**src/rtl/ctl_fsm_pkg.sv**
```systemverilog
// rtl/ctl_fsm_pkg.sv - shared opcode, field, register and ALU types for the control sequencer
package ctl_fsm_pkg;

  localparam logic [7:0] OPC_NOP  = 8'h00;
  localparam logic [7:0] OPC_HLT  = 8'h01;
  localparam logic [7:0] OPC_IMOV = 8'h02;
  localparam logic [7:0] OPC_IADD = 8'h03;
  localparam logic [7:0] OPC_ISUB = 8'h04;
  localparam logic [7:0] OPC_IAND = 8'h05;
  localparam logic [7:0] OPC_IOR  = 8'h06;
  localparam logic [7:0] OPC_ADD  = 8'h07;
  localparam logic [7:0] OPC_JMP  = 8'h08;

  localparam int OPC_LSB = 0;
  localparam int RD_LSB  = 8;
  localparam int RS_LSB  = 16;
  localparam int IMM_LSB = 16;

  typedef logic [7:0] reg_t;

  typedef enum logic [1:0] {
    ALU_OP_ADD = 2'd0,
    ALU_OP_SUB = 2'd1,
    ALU_OP_AND = 2'd2,
    ALU_OP_OR  = 2'd3
  } alu_op_t;

  typedef enum logic [2:0] {
    ST_FETCH,
    ST_DECODE,
    ST_READ_RS,
    ST_EXEC,
    ST_WB,
    ST_HALT,
    ST_TRAP
  } ctl_state_t;

  function automatic logic [7:0] inst_opc(input logic [31:0] inst);
    return inst[OPC_LSB +: 8];
  endfunction

  function automatic reg_t inst_rd(input logic [31:0] inst);
    return inst[RD_LSB +: 8];
  endfunction

  function automatic reg_t inst_rs(input logic [31:0] inst);
    return inst[RS_LSB +: 8];
  endfunction

  function automatic logic [15:0] inst_imm(input logic [31:0] inst);
    return inst[IMM_LSB +: 16];
  endfunction

endpackage

```
**src/rtl/ctl_decode.sv**
```systemverilog
// rtl/ctl_decode.sv - combinational opcode decode into successor state and ALU operation
module ctl_decode
  import ctl_fsm_pkg::*;
(
  input  logic [7:0]  opcode,
  output ctl_state_t  next_state,
  output alu_op_t     alu_op,
  output logic        is_legal
);

  always_comb begin
    next_state = ST_TRAP;
    alu_op     = ALU_OP_ADD;
    is_legal   = 1'b1;
    case (opcode)
      OPC_NOP:  next_state = ST_FETCH;
      OPC_HLT:  next_state = ST_HALT;
      OPC_IMOV: next_state = ST_WB;
      OPC_IADD: next_state = ST_EXEC;
      OPC_ISUB: begin
        next_state = ST_EXEC;
        alu_op     = ALU_OP_SUB;
      end
      OPC_IAND: begin
        next_state = ST_EXEC;
        alu_op     = ALU_OP_AND;
      end
      OPC_IOR: begin
        next_state = ST_EXEC;
        alu_op     = ALU_OP_OR;
      end
      OPC_ADD:  next_state = ST_READ_RS;
      OPC_JMP:  next_state = ST_FETCH;
      default:  is_legal   = 1'b0;
    endcase
  end

endmodule

```
**src/rtl/ctl_fsm.sv**
```systemverilog
// rtl/ctl_fsm.sv - fetch/decode/execute/writeback sequencer with halt, jump and trap
module ctl_fsm
  import ctl_fsm_pkg::*;
#(
  parameter int                 WORD_LEN = 64,
  parameter int                 PC_LEN   = 32,
  parameter logic [PC_LEN-1:0]  RESET_PC = '0
) (
  input  logic                 clk_i,
  input  logic                 reset_i,
  output logic                 inst_req_o,
  input  logic                 inst_valid_i,
  input  logic [31:0]          inst_i,
  output logic [PC_LEN-1:0]    pc_o,
  output reg_t                 reg_rd_id_o,
  input  logic [WORD_LEN-1:0]  reg_value_i,
  output logic                 reg_write_en_o,
  output reg_t                 reg_id_o,
  output logic [WORD_LEN-1:0]  reg_value_o,
  output logic [WORD_LEN-1:0]  alu_op_a_o,
  output logic [WORD_LEN-1:0]  alu_op_b_o,
  output alu_op_t              alu_opc_o,
  input  logic [WORD_LEN-1:0]  alu_op_res_i,
  input  logic                 wake_i,
  output logic                 halted_o,
  output logic                 trap_o
);

  ctl_state_t          state_q, state_d;
  logic [31:0]         inst_q;
  logic [PC_LEN-1:0]   pc_q;
  logic [WORD_LEN-1:0] reg_value_q, alu_a_q, alu_b_q;
  alu_op_t             alu_opc_q;
  reg_t                reg_id_q;
  logic                wr_en_q;
  logic                accept;

  ctl_state_t          dec_next;
  alu_op_t             dec_alu_op;
  logic                dec_legal;

  logic [WORD_LEN-1:0] imm_ext;
  logic [PC_LEN-1:0]   jmp_target;

  assign imm_ext    = WORD_LEN'(inst_imm(inst_q));
  assign jmp_target = PC_LEN'({inst_imm(inst_q), 2'b00});

  ctl_decode u_decode (
    .opcode     (inst_opc(inst_q)),
    .next_state (dec_next),
    .alu_op     (dec_alu_op),
    .is_legal   (dec_legal)
  );

  always_comb begin
    state_d     = state_q;
    accept      = 1'b0;
    inst_req_o  = 1'b0;
    halted_o    = 1'b0;
    trap_o      = 1'b0;
    reg_rd_id_o = '0;
    case (state_q)
      ST_FETCH: begin
        inst_req_o = 1'b1;
        if (inst_valid_i) begin
          accept  = 1'b1;
          state_d = ST_DECODE;
        end
      end
      ST_DECODE: begin
        reg_rd_id_o = inst_rd(inst_q);
        state_d     = dec_legal ? dec_next : ST_TRAP;
      end
      ST_READ_RS: begin
        reg_rd_id_o = inst_rs(inst_q);
        state_d     = ST_EXEC;
      end
      ST_EXEC: state_d = ST_WB;
      ST_WB:   state_d = ST_FETCH;
      ST_HALT: begin
        halted_o = 1'b1;
        if (wake_i) state_d = ST_FETCH;
      end
      ST_TRAP: trap_o = 1'b1;
      default: state_d = ST_FETCH;
    endcase
  end

  // Write strobe is derived from the next state so it is high exactly while in WB.
  always_ff @(posedge clk_i) begin
    if (!reset_i) begin
      state_q     <= ST_FETCH;
      pc_q        <= RESET_PC;
      inst_q      <= '0;
      reg_value_q <= '0;
      alu_a_q     <= '0;
      alu_b_q     <= '0;
      alu_opc_q   <= ALU_OP_ADD;
      reg_id_q    <= '0;
      wr_en_q     <= 1'b0;
    end else begin
      state_q <= state_d;
      wr_en_q <= (state_d == ST_WB);
      if (accept) begin
        inst_q <= inst_i;
        pc_q   <= pc_q + PC_LEN'(4);
      end
      if (state_q == ST_DECODE) begin
        if (inst_opc(inst_q) == OPC_IMOV) reg_value_q <= imm_ext;
        if (inst_opc(inst_q) == OPC_JMP)  pc_q <= jmp_target;
        if (state_d == ST_EXEC || state_d == ST_READ_RS) begin
          alu_a_q   <= reg_value_i;
          alu_opc_q <= dec_alu_op;
        end
        if (state_d == ST_EXEC) alu_b_q <= imm_ext;
        if (state_d == ST_WB || state_d == ST_EXEC || state_d == ST_READ_RS)
          reg_id_q <= inst_rd(inst_q);
      end
      if (state_q == ST_READ_RS) alu_b_q <= reg_value_i;
      if (state_q == ST_EXEC) reg_value_q <= alu_op_res_i;
    end
  end

  assign pc_o           = pc_q;
  assign reg_write_en_o = wr_en_q;
  assign reg_id_o       = reg_id_q;
  assign reg_value_o    = reg_value_q;
  assign alu_op_a_o     = alu_a_q;
  assign alu_op_b_o     = alu_b_q;
  assign alu_opc_o      = alu_opc_q;

endmodule
```
**config.mk**
```make
export PLATFORM = sky130hd
export DESIGN_NAME = ctl_fsm
export DESIGN_NICKNAME = d
export VERILOG_FILES = /design/src/rtl/ctl_fsm_pkg.sv /design/src/rtl/ctl_decode.sv /design/src/rtl/ctl_fsm.sv
export SDC_FILE = /design/constraint.sdc
export NUM_CORES = 1
export LEC_CHECK = 0
export CORE_AREA = 2 2 157 159
export CTS_BUF_LIST = sky130_fd_sc_hd__clkbuf_8
export CTS_CLUSTER_SIZE = 8
export DETAILED_ROUTE_END_ITERATION = 6
export DIE_AREA = 0 0 159 161
export GPL_TIMING_DRIVEN = 0
export PLACE_DENSITY = 0.78
export SLEW_MARGIN = 20
export SYNTH_ARGS = -nofsm -noshare
export SYNTH_HDL_FRONTEND = slang
export SYNTH_SLANG_ARGS = --single-unit
```
**constraint.sdc**
```tcl
create_clock -name clk_i -period 4.4 [get_ports clk_i]
set_input_delay 0.88 -clock clk_i [delete_from_list [all_inputs] [get_ports clk_i]]
set_output_delay 0.88 -clock clk_i [all_outputs]
set_load 0.005 [all_outputs]
```
==> qor.csv <==
metric,value,unit
grt_setup_unrepaired,false,
die_h,161,µm
clkSlewWorstSetupHoldPaths,0.06,ns
critical_path_class,reg -> out,
synth_edf_count,0,
cts-root-buf,clkbuf_8,
ys_warn_count,0,
drv_slew,0,
core_area,24000,µm²
pre_cts_slack,0.868,ns
clock.fmax,249,MHz
grt_pass1_vias,10129,
async_reset_ff_frac,0,
drtPass1Iterations,7,
antenna_found_initial,1,
synth_top_area_cell,dfxtp_1,
initial_core_util,0.421,
synth_area,10100,µm²
final.setup.tns,0,ns
min_period,4.02,ns
grt_start_max_net_pins,12,
cts_tree,yes,
drv_cap,0,
p_clk_frac,0.383,
status,finished clean,
cts_max_level,2,
synth_ff_type,dfxtp_1,
combPwrFrac,0.146,
hold_path.class,reg -> reg,
reg2reg_slack,1.44,ns
arrival,3.14,ns
rows,57,
cts_sinks,268,
grt_pass1_wl,56.8,mm
ant_nets,0,
viasPerCell,5.26,
r2r_start,state_q[0],
fin_worst_skew,0.0143,ns
via_count,10338,
ys_seq_area_frac,0.532,
place_congestion,0.887,
syn2layout_area_growth,52.9,%
hold_viol,0,
p_switching,1470,µW
clk_latency,0.56,ns
crit_required,3.52,ns
die_area,25600,µm²
io_pins,410,
synth_cell_types,54,
cts_buffers,44,
track_usage,0.281,
avgSynthCellArea,8.69,µm²
cts_setup_buffers,0,
cp-end-kind,primary output,
sw_frac_of_total,0.264,
p_per_area,360,nW/µm²
wire_per_inst,19.3,µm
ctsResizeCount,0,
cp_slowest_stage_delay,0.57,ns
drive_gt1_frac,0.0580,
min_period_over_period,0.913,
setup_viol,0,
reg2reg_depth,6,
power.leakage,0.00534,µW
crit_end,reg_rd_id_o[6],
synth_area_leaders,"dfxtp_1 53%, nand2_1 9.0%, a22oi_1 7.1%",
crit_cells,6,
grt_overflow,0,
synth_cells,1160,
crit_path_start,state_q[1],
cp_cell_sequence,"buf_6, and2_1, clkbuf_1, clkbuf_1, a22o_1, clkdlybuf4s50_1",
p_int,4090,µW
cp_slowest_cell,clkbuf_1,
final_nets,1780,
r2r_end,alu_op_a_o[61],
dp_hpwl,28.4,mm
seq_power_share,0.471,
slew_headroom,0.474,
postCtsHoldBufs,0,
ir_drop,0.315,mV
fin_util,0.643,
cpMostUsedCell,clkbuf_1,
cts_buffer_depth,3,
path_buf_inv,4,
setup_ws,0.382,ns
synth_top_area_share,0.532,
yosys_register_bits,268,
cp_max_fo,10,
start_kind,flop,
path_delay_family,buffers and inverters,
portBuffers,407,
tightest_slew,0.788,ns
fill_cells,2062,
drc,0,
drt_iter0_markers,663,
wl,37.8,mm
die_w,159,µm
## registers in the layout, summed over array words and instances, names as in the netlist
name            flops
reg_id_o            8
inst_q             32
reg_value_o        64
pc_o               30
alu_opc_o           2
alu_op_a_o         64
alu_op_b_o         64
state_q             3
reg_write_en_o      1
## power groups by stage
stage	combinational, µW	clock, µW	sequential, µW
finish	810	2130	2620
global route	877	2260	2620
CTS	809	2160	2610
detailed placement	803	0	2670
global placement	792	0	2660
floorplan	360	0	2640
## cells in the mapped netlist, types with 2 or more instances
cell      count
inv_1         3
a22o_2        9
and2_1        5
nor2_1      156
xnor2_1       8
and3_1        7
a311oi_1     17
nor3b_1       3
nor4_1        5
buf_4         3
buf_2         5
a22o_1        8
nand4b_1      2
a22oi_1      96
clkbuf_1     70
nand2b_1      2
a211oi_1     21
a32oi_1       2
nor3_1        4
o21ai_0      14
dfxtp_1     268
o31ai_4       2
nand3_1       8
buf_6         2
a21oi_1     109
clkbuf_8      3
nand2_1     241
and4_1        5
buf_1        12
xor2_1       21
nand4_1      11
mux2i_1      16
## worst min-delay path, delay by kind of cell, from the launching register on
family           cells  cell delay (ns)
flip-flops           1             0.31
AND/OR/NAND/NOR      1             0.05
AO/OA/AOI/OAI        1             0.05
## cells in the final DEF (no fill, tap or decap), drive strengths merged, types with 2 or more instances in the layout
master           n
nand2b           2
a211oi          21
nand4           11
a311oi          17
o31ai            3
or4b             2
nand4b           2
and4             5
a21oi          109
nor3             5
and2             5
nor2           157
a22oi           96
nand2          241
nand3            8
dfxtp          268
clkdlybuf4s50  407
clkbuf         126
xor2            21
a32oi            2
nor3b            3
conb             2
a22o            17
and3             8
buf             23
nor4             5
xnor2            8
inv             14
clkinv           4
o21ai           14
mux2i           16
## layout make-up
class | count | area (µm²) | area share
antenna | 1 | 2.50 | 0.000162
buffer | 95 | 419 | 0.0272
clock buffer | 53 | 729 | 0.0473
clock inverter | 17 | 104 | 0.00674
inverter | 3 | 11.3 | 0.000730
multi-input combinational | 795 | 4300 | 0.279
sequential | 268 | 5370 | 0.348
tap | 324 | 405 | 0.0263
timing repair buffer | 408 | 4080 | 0.265
## stage by stage
step	hold WS [ns]	total power, µW	std cells	area (µm²)
2_1_floorplan	0.431	3000	1161	10100
3_3_place_gp	0.440	3450	1892	14600
3_5_place_dp	0.445	3470	1893	14600
4_1_cts	0.454	5580	1963	15400
5_1_grt	0.470	5760	1963	15400
6_report	0.453	5550	1964	15400
## kinds of logic after synthesis
| family | share of synthesized area |
|---|---|
| XOR/XNOR | 0.0252 |
| multiplexers | 0.0159 |
| AO/OA/AOI/OAI | 0.191 |
| buffers and inverters | 0.0427 |
| other | 0.000372 |
| adder cells (fa/ha/maj) | 0.00223 |
| AND/OR/NAND/NOR | 0.190 |
| flip-flops | 0.532 |
## worst min path at each step
stage,from,end,slack [ns],cells after the start
6_report,alu_op_a_o[6],alu_op_a_o[6],0.45,2
4_1_cts,inst_q[4],inst_q[4],0.45,2
3_5_place_dp,inst_q[4],inst_q[4],0.45,2
5_1_grt,inst_q[5],inst_q[5],0.47,2
3_3_place_gp,inst_q[4],inst_q[4],0.44,2
2_1_floorplan,inst_q[7],inst_q[7],0.43,2
## per-layer routing
| metal | up-vias | track usage | share of wire | wire length [µm] |
|---|---|---|---|---|
| li1 | 4899 | - | - | - |
| met5 | - | 0 | 0 | 0 |
| met4 | 0 | 0.139 | 0.047 | 1780 |
| met1 | 4869 | 0.329 | 0.39 | 14800 |
| met2 | 470 | 0.468 | 0.47 | 17900 |
| met3 | 100 | 0.0891 | 0.088 | 3310 |
Note: power is estimated with default switching activity, not from simulation.
